File: src/rtl/pipe_skid_reg.sv
// Two-entry pipeline register with skid buffer.
// in_ready is decoded from registered state only.
module pipe_skid_reg #(
  parameter int DATA_W = 160,
  parameter int CNT_W  = 16
) (
  input  logic              clk,
  input  logic              reset,
  input  logic              flush,
  input  logic              in_valid,
  input  logic [DATA_W-1:0] in_data,
  output logic              in_ready,
  output logic              out_valid,
  output logic [DATA_W-1:0] out_data,
  input  logic              out_ready,
  output logic [1:0]        occupancy,
  output logic [CNT_W-1:0]  stall_cnt,
  output logic [CNT_W-1:0]  xfer_cnt
);

  localparam logic [1:0] S_EMPTY = 2'b00;
  localparam logic [1:0] S_ONE   = 2'b01;
  localparam logic [1:0] S_FULL  = 2'b11;

  // Initialisers give reset values from time zero.
  logic [DATA_W-1:0] r_main   = '0;
  logic [DATA_W-1:0] r_skid   = '0;
  logic              r_main_v = 1'b0;
  logic              r_skid_v = 1'b0;
  logic [CNT_W-1:0]  r_stall  = '0;
  logic [CNT_W-1:0]  r_xfer   = '0;

  logic       w_in_xfer;
  logic       w_out_xfer;
  logic       w_stall;
  logic [1:0] w_state;

  assign w_state    = {r_skid_v, r_main_v};
  assign w_in_xfer  = in_valid & ~r_skid_v;
  assign w_out_xfer = r_main_v & out_ready;
  assign w_stall    = r_main_v & ~out_ready;

  assign in_ready  = ~r_skid_v;
  assign out_valid = r_main_v;
  assign out_data  = r_main;
  assign occupancy = {r_skid_v, r_main_v & ~r_skid_v};
  assign stall_cnt = r_stall;
  assign xfer_cnt  = r_xfer;

  always_ff @(posedge clk) begin
    if (reset) begin
      r_stall <= '0;
      r_xfer  <= '0;
    end else begin
      if (w_stall && (r_stall != {CNT_W{1'b1}}))
        r_stall <= r_stall + CNT_W'(1);
      if (w_out_xfer && !flush && (r_xfer != {CNT_W{1'b1}}))
        r_xfer <= r_xfer + CNT_W'(1);
    end
  end

  always_ff @(posedge clk) begin
    if (reset || flush) begin
      r_main   <= '0;
      r_skid   <= '0;
      r_main_v <= 1'b0;
      r_skid_v <= 1'b0;
    end else begin
      unique case (w_state)
        S_EMPTY: begin
          if (w_in_xfer) begin
            r_main   <= in_data;
            r_main_v <= 1'b1;
          end
        end
        S_ONE: begin
          if (w_in_xfer && w_out_xfer) begin
            r_main <= in_data;
          end else if (w_out_xfer) begin
            r_main   <= '0;
            r_main_v <= 1'b0;
          end else if (w_in_xfer) begin
            r_skid   <= in_data;
            r_skid_v <= 1'b1;
          end
        end
        S_FULL: begin
          if (w_out_xfer) begin
            r_main   <= r_skid;
            r_skid   <= '0;
            r_skid_v <= 1'b0;
          end
        end
        default: begin
          // Skid without main is unreachable; recover to empty.
          r_main   <= '0;
          r_skid   <= '0;
          r_main_v <= 1'b0;
          r_skid_v <= 1'b0;
        end
      endcase
    end
  end

endmodule

File: config.mk
export PLATFORM = sky130hd
export DESIGN_NAME = pipe_skid_reg
export DESIGN_NICKNAME = d
export VERILOG_FILES = /design/src/rtl/pipe_skid_reg.sv
export SDC_FILE = /design/constraint.sdc
export NUM_CORES = 1
export LEC_CHECK = 0
export CAP_MARGIN = 20
export CORE_MARGIN = 10
export CORE_UTILIZATION = 41
export CTS_CLUSTER_SIZE = 14
export DETAILED_ROUTE_END_ITERATION = 8
export PLACE_DENSITY = 0.8
export SLEW_MARGIN = 20
export SYNTH_ARGS = -nofsm -noshare
export SYNTH_HDL_FRONTEND = slang
export SYNTH_SLANG_ARGS = --single-unit
export TNS_END_PERCENT = 30
File: constraint.sdc
create_clock -name clk -period 1.92 [get_ports clk]
set_clock_uncertainty 0.15 [all_clocks]
set_input_delay 0.288 -clock clk [delete_from_list [all_inputs] [get_ports clk]]
set_output_delay 0.288 -clock clk [all_outputs]
set_load 0.02 [all_outputs]
==> impl_metrics.xml <==
<?xml version="1.0" encoding="UTF-8"?>
<metrics>
  <group name="run">
    <metric name="cap_viol_max_count" unit="">0</metric>
  </group>
  <group name="global_route">
    <metric name="globalRouteOverflowTotal" unit="">0</metric>
    <metric name="gr-usage-all-layers" unit="%">23.2</metric>
    <metric name="grt_pass1_vias" unit="">16000</metric>
    <metric name="antenna_found_initial" unit="">5</metric>
    <metric name="grt_start_max_net_pins" unit="">141</metric>
    <metric name="grt_first_pass_wirelength" unit="um">88600</metric>
  </group>
  <group name="place">
    <metric name="routabilityCongestion" unit="">0.858</metric>
    <metric name="dp_hpwl" unit="um">37700</metric>
    <metric name="placed_cells_incl_taps" unit="">2764</metric>
    <metric name="place.port_buffers" unit="">360</metric>
    <metric name="detailedPlace.worstSlack" unit="ns">-0.518</metric>
    <metric name="placement.cell_area" unit="sq um">20600</metric>
  </group>
  <group name="clock_network">
    <metric name="cts_hold_buffers" unit="">0</metric>
    <metric name="number_of_buffers_between_clock_root_and_the_deepest_sink" unit="">3</metric>
    <metric name="clk-insertion-delay-late" unit="ns">0.54</metric>
    <metric name="worst_setup_hold_path_clk_slew" unit="ns">0.06</metric>
    <metric name="tritoncts.num_buffers" unit="">39</metric>
    <metric name="cts.sinks" unit="">354</metric>
    <metric name="tritoncts" unit="">built</metric>
    <metric name="cts_max_level" unit="">2</metric>
    <metric name="ctsRootBufferMaster" unit="">sky130_fd_sc_hd__clkbuf_16</metric>
  </group>
  <group name="setup_path">
    <metric name="critPathMaxStageDelay" unit="ns">0.58</metric>
    <metric name="critical_path.max_fanout" unit="">6</metric>
    <metric name="worstReg2RegStart" unit="">out_valid$_SDFFE_PP0P_</metric>
    <metric name="critical_path.endpoint_type" unit="">register</metric>
    <metric name="crit_slowest_cell" unit="">sky130_fd_sc_hd__or4_4</metric>
    <metric name="cp_cell_sequence" unit="">buf_6 &gt; nand3b_4 &gt; or4_4 &gt; nor4b_4 &gt; mux2_4</metric>
    <metric name="crit_type" unit="">reg -&gt; reg</metric>
    <metric name="crit_path_start_kind" unit="">register</metric>
    <metric name="cp_data_required_time" unit="ns">2.20</metric>
    <metric name="cp-startpoint" unit="">out_valid$_SDFFE_PP0P_</metric>
    <metric name="data_arrival_time_at_the_worst_slack_endpoint" unit="ns">2.26</metric>
  </group>
  <group name="drt">
    <metric name="first_iter_violations" unit="">1552</metric>
    <metric name="drt_wl_total" unit="um">58500</metric>
    <metric name="drt_first_pass_iters" unit="">8</metric>
    <metric name="antenna_violating_nets_post_route" unit="">0</metric>
    <metric name="drcViolationCount" unit="">0</metric>
    <metric name="via_per_inst" unit="">5.81</metric>
    <metric name="route.vias.total" unit="">16800</metric>
    <metric name="wl_per_cell" unit="um">20.3</metric>
  </group>
  <group name="die">
    <metric name="placement_rows" unit="">71</metric>
    <metric name="floorplan_die_height" unit="um">214</metric>
    <metric name="core" unit="sq um">37500</metric>
    <metric name="fp.dieArea" unit="sq um">45900</metric>
    <metric name="chipWidth" unit="um">214</metric>
    <metric name="initial_core_util" unit="%">41.3</metric>
    <metric name="pin_count" unit="">361</metric>
  </group>
  <group name="sta">
    <metric name="period_utilisation_layout" unit="%">103</metric>
    <metric name="hold_viol" unit="">0</metric>
    <metric name="layout_min_cycle_time" unit="ns">1.98</metric>
    <metric name="unrepaired_setup_endpoints_after_global_routing" unit="">yes</metric>
    <metric name="setup_viol_count_final" unit="">5</metric>
    <metric name="timing.fmax" unit="GHz">0.504</metric>
    <metric name="max_slew_headroom" unit="%">42.8</metric>
    <metric name="worst_slew_pin_slew" unit="ns">0.858</metric>
    <metric name="slew_violations" unit="">0</metric>
    <metric name="finalWorstSetupSlack" unit="ns">-0.0627</metric>
  </group>
  <group name="yosys">
    <metric name="average_footprint_of_a_synthesized_cell" unit="sq um">7.86</metric>
    <metric name="synth_async_sr_flop_share" unit="%">0</metric>
    <metric name="synth_simple_gate_area_share" unit="%">20.8</metric>
    <metric name="yosysWarnings" unit="">0</metric>
    <metric name="synth-compound-area-share" unit="%">23.7</metric>
    <metric name="synth-seq-cells" unit="">354</metric>
    <metric name="synth-xor-area-share" unit="%">0</metric>
    <metric name="synth-seq-area-share" unit="%">45.8</metric>
    <metric name="syn-instance-count" unit="">1969</metric>
    <metric name="number_of_flops_mapped_to_enable_cells_by_yosys" unit="">0</metric>
    <metric name="synth_nets" unit="">2136</metric>
    <metric name="main_combinational_cell_family_by_area_after_synthesis" unit="">compound AO/OA/AOI/OAI gates</metric>
    <metric name="syn_area" unit="sq um">15500</metric>
    <metric name="yosys.area_share.adder" unit="%">0.162</metric>
    <metric name="synth-main-ff-cell" unit="">sky130_fd_sc_hd__dfxtp_1</metric>
    <metric name="synth_mux_area_share" unit="%">0.291</metric>
    <metric name="ys_types" unit="">42</metric>
  </group>
  <group name="hold_path">
    <metric name="hold_class" unit="">in -&gt; reg</metric>
    <metric name="min-delay-start" unit="">in_data[38]</metric>
  </group>
  <group name="power">
    <metric name="pwr-share-seq" unit="%">42.1</metric>
    <metric name="total_power" unit="mW">17.9</metric>
    <metric name="net-switching-power" unit="mW">4.45</metric>
    <metric name="power.ir.vdd_worst" unit="mV">0.626</metric>
    <metric name="share_comb_of_total_power" unit="%">12.0</metric>
    <metric name="power.internal" unit="mW">13.5</metric>
    <metric name="switching_share" unit="%">24.9</metric>
    <metric name="pwr-share-clk" unit="%">45.9</metric>
    <metric name="p_leak" unit="nW">9.13</metric>
    <metric name="power_per_standard_cell_area" unit="nW/um^2">793</metric>
  </group>
  <group name="layout">
    <metric name="final_area" unit="sq um">22600</metric>
    <metric name="final_layout_size_suffix_gt1_share" unit="%">13.9</metric>
    <metric name="finalNetCount" unit="">2505</metric>
    <metric name="finish.utilization" unit="%">60.3</metric>
    <metric name="instances_no_fill" unit="">2884</metric>
    <metric name="area_growth" unit="%">46.0</metric>
  </group>
  <group name="outcome">
    <metric name="status" unit="">finished, violations left</metric>
    <metric name="failed_checks" unit="">negative setup slack</metric>
  </group>
</metrics>
[per-stage QoR]
| stage | hold WS (ns) | TNS [ns] |
|---|---|---|
| CTS | 0.148 | -2.88 |
| finish | 0.170 | -0.161 |
| detailed placement | 0.293 | -153.22 |
| global placement | 0.286 | -141.56 |
| global route | 0.171 | -1.59 |
| floorplan | 0.282 | -0.521 |
[routing by layer]
layer / vias up / global-route usage [%] / wire (um)
met2: 777 / 40.2 / 29400
met3: 153 / 4.81 / 4100
met5: - / 0 / 0
li1: 7717 / - / -
met1: 8103 / 26.7 / 22300
met4: 0 / 11.5 / 2650
[kinds of logic (layout without fill, tap and decap cells)]
family / Yosys count / in the layout
buf+inv: 369 / 768
other cells: 0 / 5
compound gates: 540 / 540
fa+ha+maj: 2 / 2
mux: 4 / 4
flops: 354 / 354
simple gates: 700 / 700
[worst max-delay path: cells and delay by family, from the launching register on]
kind | cells | cell delay (ns)
AND/OR/NAND/NOR | 3 | 0.91
buffers and inverters | 1 | 0.11
multiplexers | 1 | 0.33
flip-flops | 1 | 0.38
[power groups by stage]
stage / logic [mW] / registers [mW] / clock network [mW]
floorplan: 0.849 / 7.82 / 0
global placement: 2.06 / 7.70 / 0
detailed placement: 2.10 / 7.70 / 0
CTS: 2.07 / 7.54 / 8.33
global route: 2.30 / 7.54 / 8.63
finish: 2.15 / 7.53 / 8.22
[state kept, by name, summed over array words and instances, names as in the netlist]
signal	cells
r_skid_v	1
stall_cnt	16
out_data	160
xfer_cnt	16
out_valid	1
r_skid	160
[layout by cell type (no fill, tap or decap), drive strengths merged, types with 7 or more instances in the layout]
| master | Yosys | layout |
|---|---|---|
| buf | 54 | 166 |
| nand2 | 132 | 132 |
| nand4 | 13 | 13 |
| clkbuf | 150 | 59 |
| o21ai | 8 | 8 |
| dlygate4sd2 | 0 | 191 |
| a21oi | 147 | 147 |
| inv | 165 | 167 |
| or3 | 7 | 7 |
| o31ai | 175 | 175 |
| dfxtp | 354 | 354 |
| nor2 | 206 | 206 |
| or4 | 16 | 16 |
| nand3 | 294 | 294 |
| clkinv | 0 | 13 |
| a22oi | 197 | 197 |
| clkdlybuf4s50 | 0 | 163 |
[cells in the mapped netlist, types with 2 or more instances]
library cell,count,area share [%]
sky130_fd_sc_hd__a211oi_1,4,0.19
sky130_fd_sc_hd__a21oi_1,147,4.8
sky130_fd_sc_hd__a22oi_1,197,9.6
sky130_fd_sc_hd__a31oi_1,3,0.12
sky130_fd_sc_hd__and3_1,2,0.081
sky130_fd_sc_hd__and4_1,3,0.17
sky130_fd_sc_hd__buf_1,19,0.46
sky130_fd_sc_hd__buf_2,32,1.0
sky130_fd_sc_hd__buf_4,3,0.15
sky130_fd_sc_hd__clkbuf_1,150,3.6
sky130_fd_sc_hd__dfxtp_1,354,46
sky130_fd_sc_hd__ha_1,2,0.16
sky130_fd_sc_hd__inv_1,165,4.0
sky130_fd_sc_hd__mux2_1,3,0.22
sky130_fd_sc_hd__nand2_1,132,3.2
sky130_fd_sc_hd__nand2b_1,3,0.12
sky130_fd_sc_hd__nand3_1,294,9.5
sky130_fd_sc_hd__nand3b_1,2,0.097
sky130_fd_sc_hd__nand4_1,13,0.53
sky130_fd_sc_hd__nor2_1,206,5.0
sky130_fd_sc_hd__nor2b_1,6,0.24
sky130_fd_sc_hd__nor3_1,4,0.13
sky130_fd_sc_hd__nor4_1,6,0.24
sky130_fd_sc_hd__o21ai_0,6,0.19
sky130_fd_sc_hd__o21ai_1,2,0.065
sky130_fd_sc_hd__o31ai_1,175,8.5
sky130_fd_sc_hd__or3_1,7,0.28
sky130_fd_sc_hd__or4_1,15,0.73
[area by class of cell]
type	instances	area, sq um
diodes	5	12.5
well taps	511	639
fillers	3184	14900
repair buffers	532	5500
clock buffers	49	1140
clock inverters	22	278
multi-input cells	1246	7260
flip-flops and latches	354	7140
inverters	165	619
[what timing repair did]
action,CTS,global route
buffers inserted,7,26
resized for setup,205,68
pin swaps,3,59
endpoints found under the setup margin,382,231
gates cloned,3,8
[final timing paths]
| path | endpoint | slack [ns] | cells after the start |
|---|---|---|---|
| hold reg to reg | r_skid[61]$_SDFFE_PP0P_ | 0.30 | 2 |
| setup reg to reg | xfer_cnt[15]$_SDFFE_PP0P_ | -0.06 | 5 |
| hold / removal | r_skid[38]$_SDFFE_PP0P_ | 0.17 | 3 |
| setup / recovery | xfer_cnt[15]$_SDFFE_PP0P_ | -0.06 | 5 |
(Power assumes the default switching activity.)
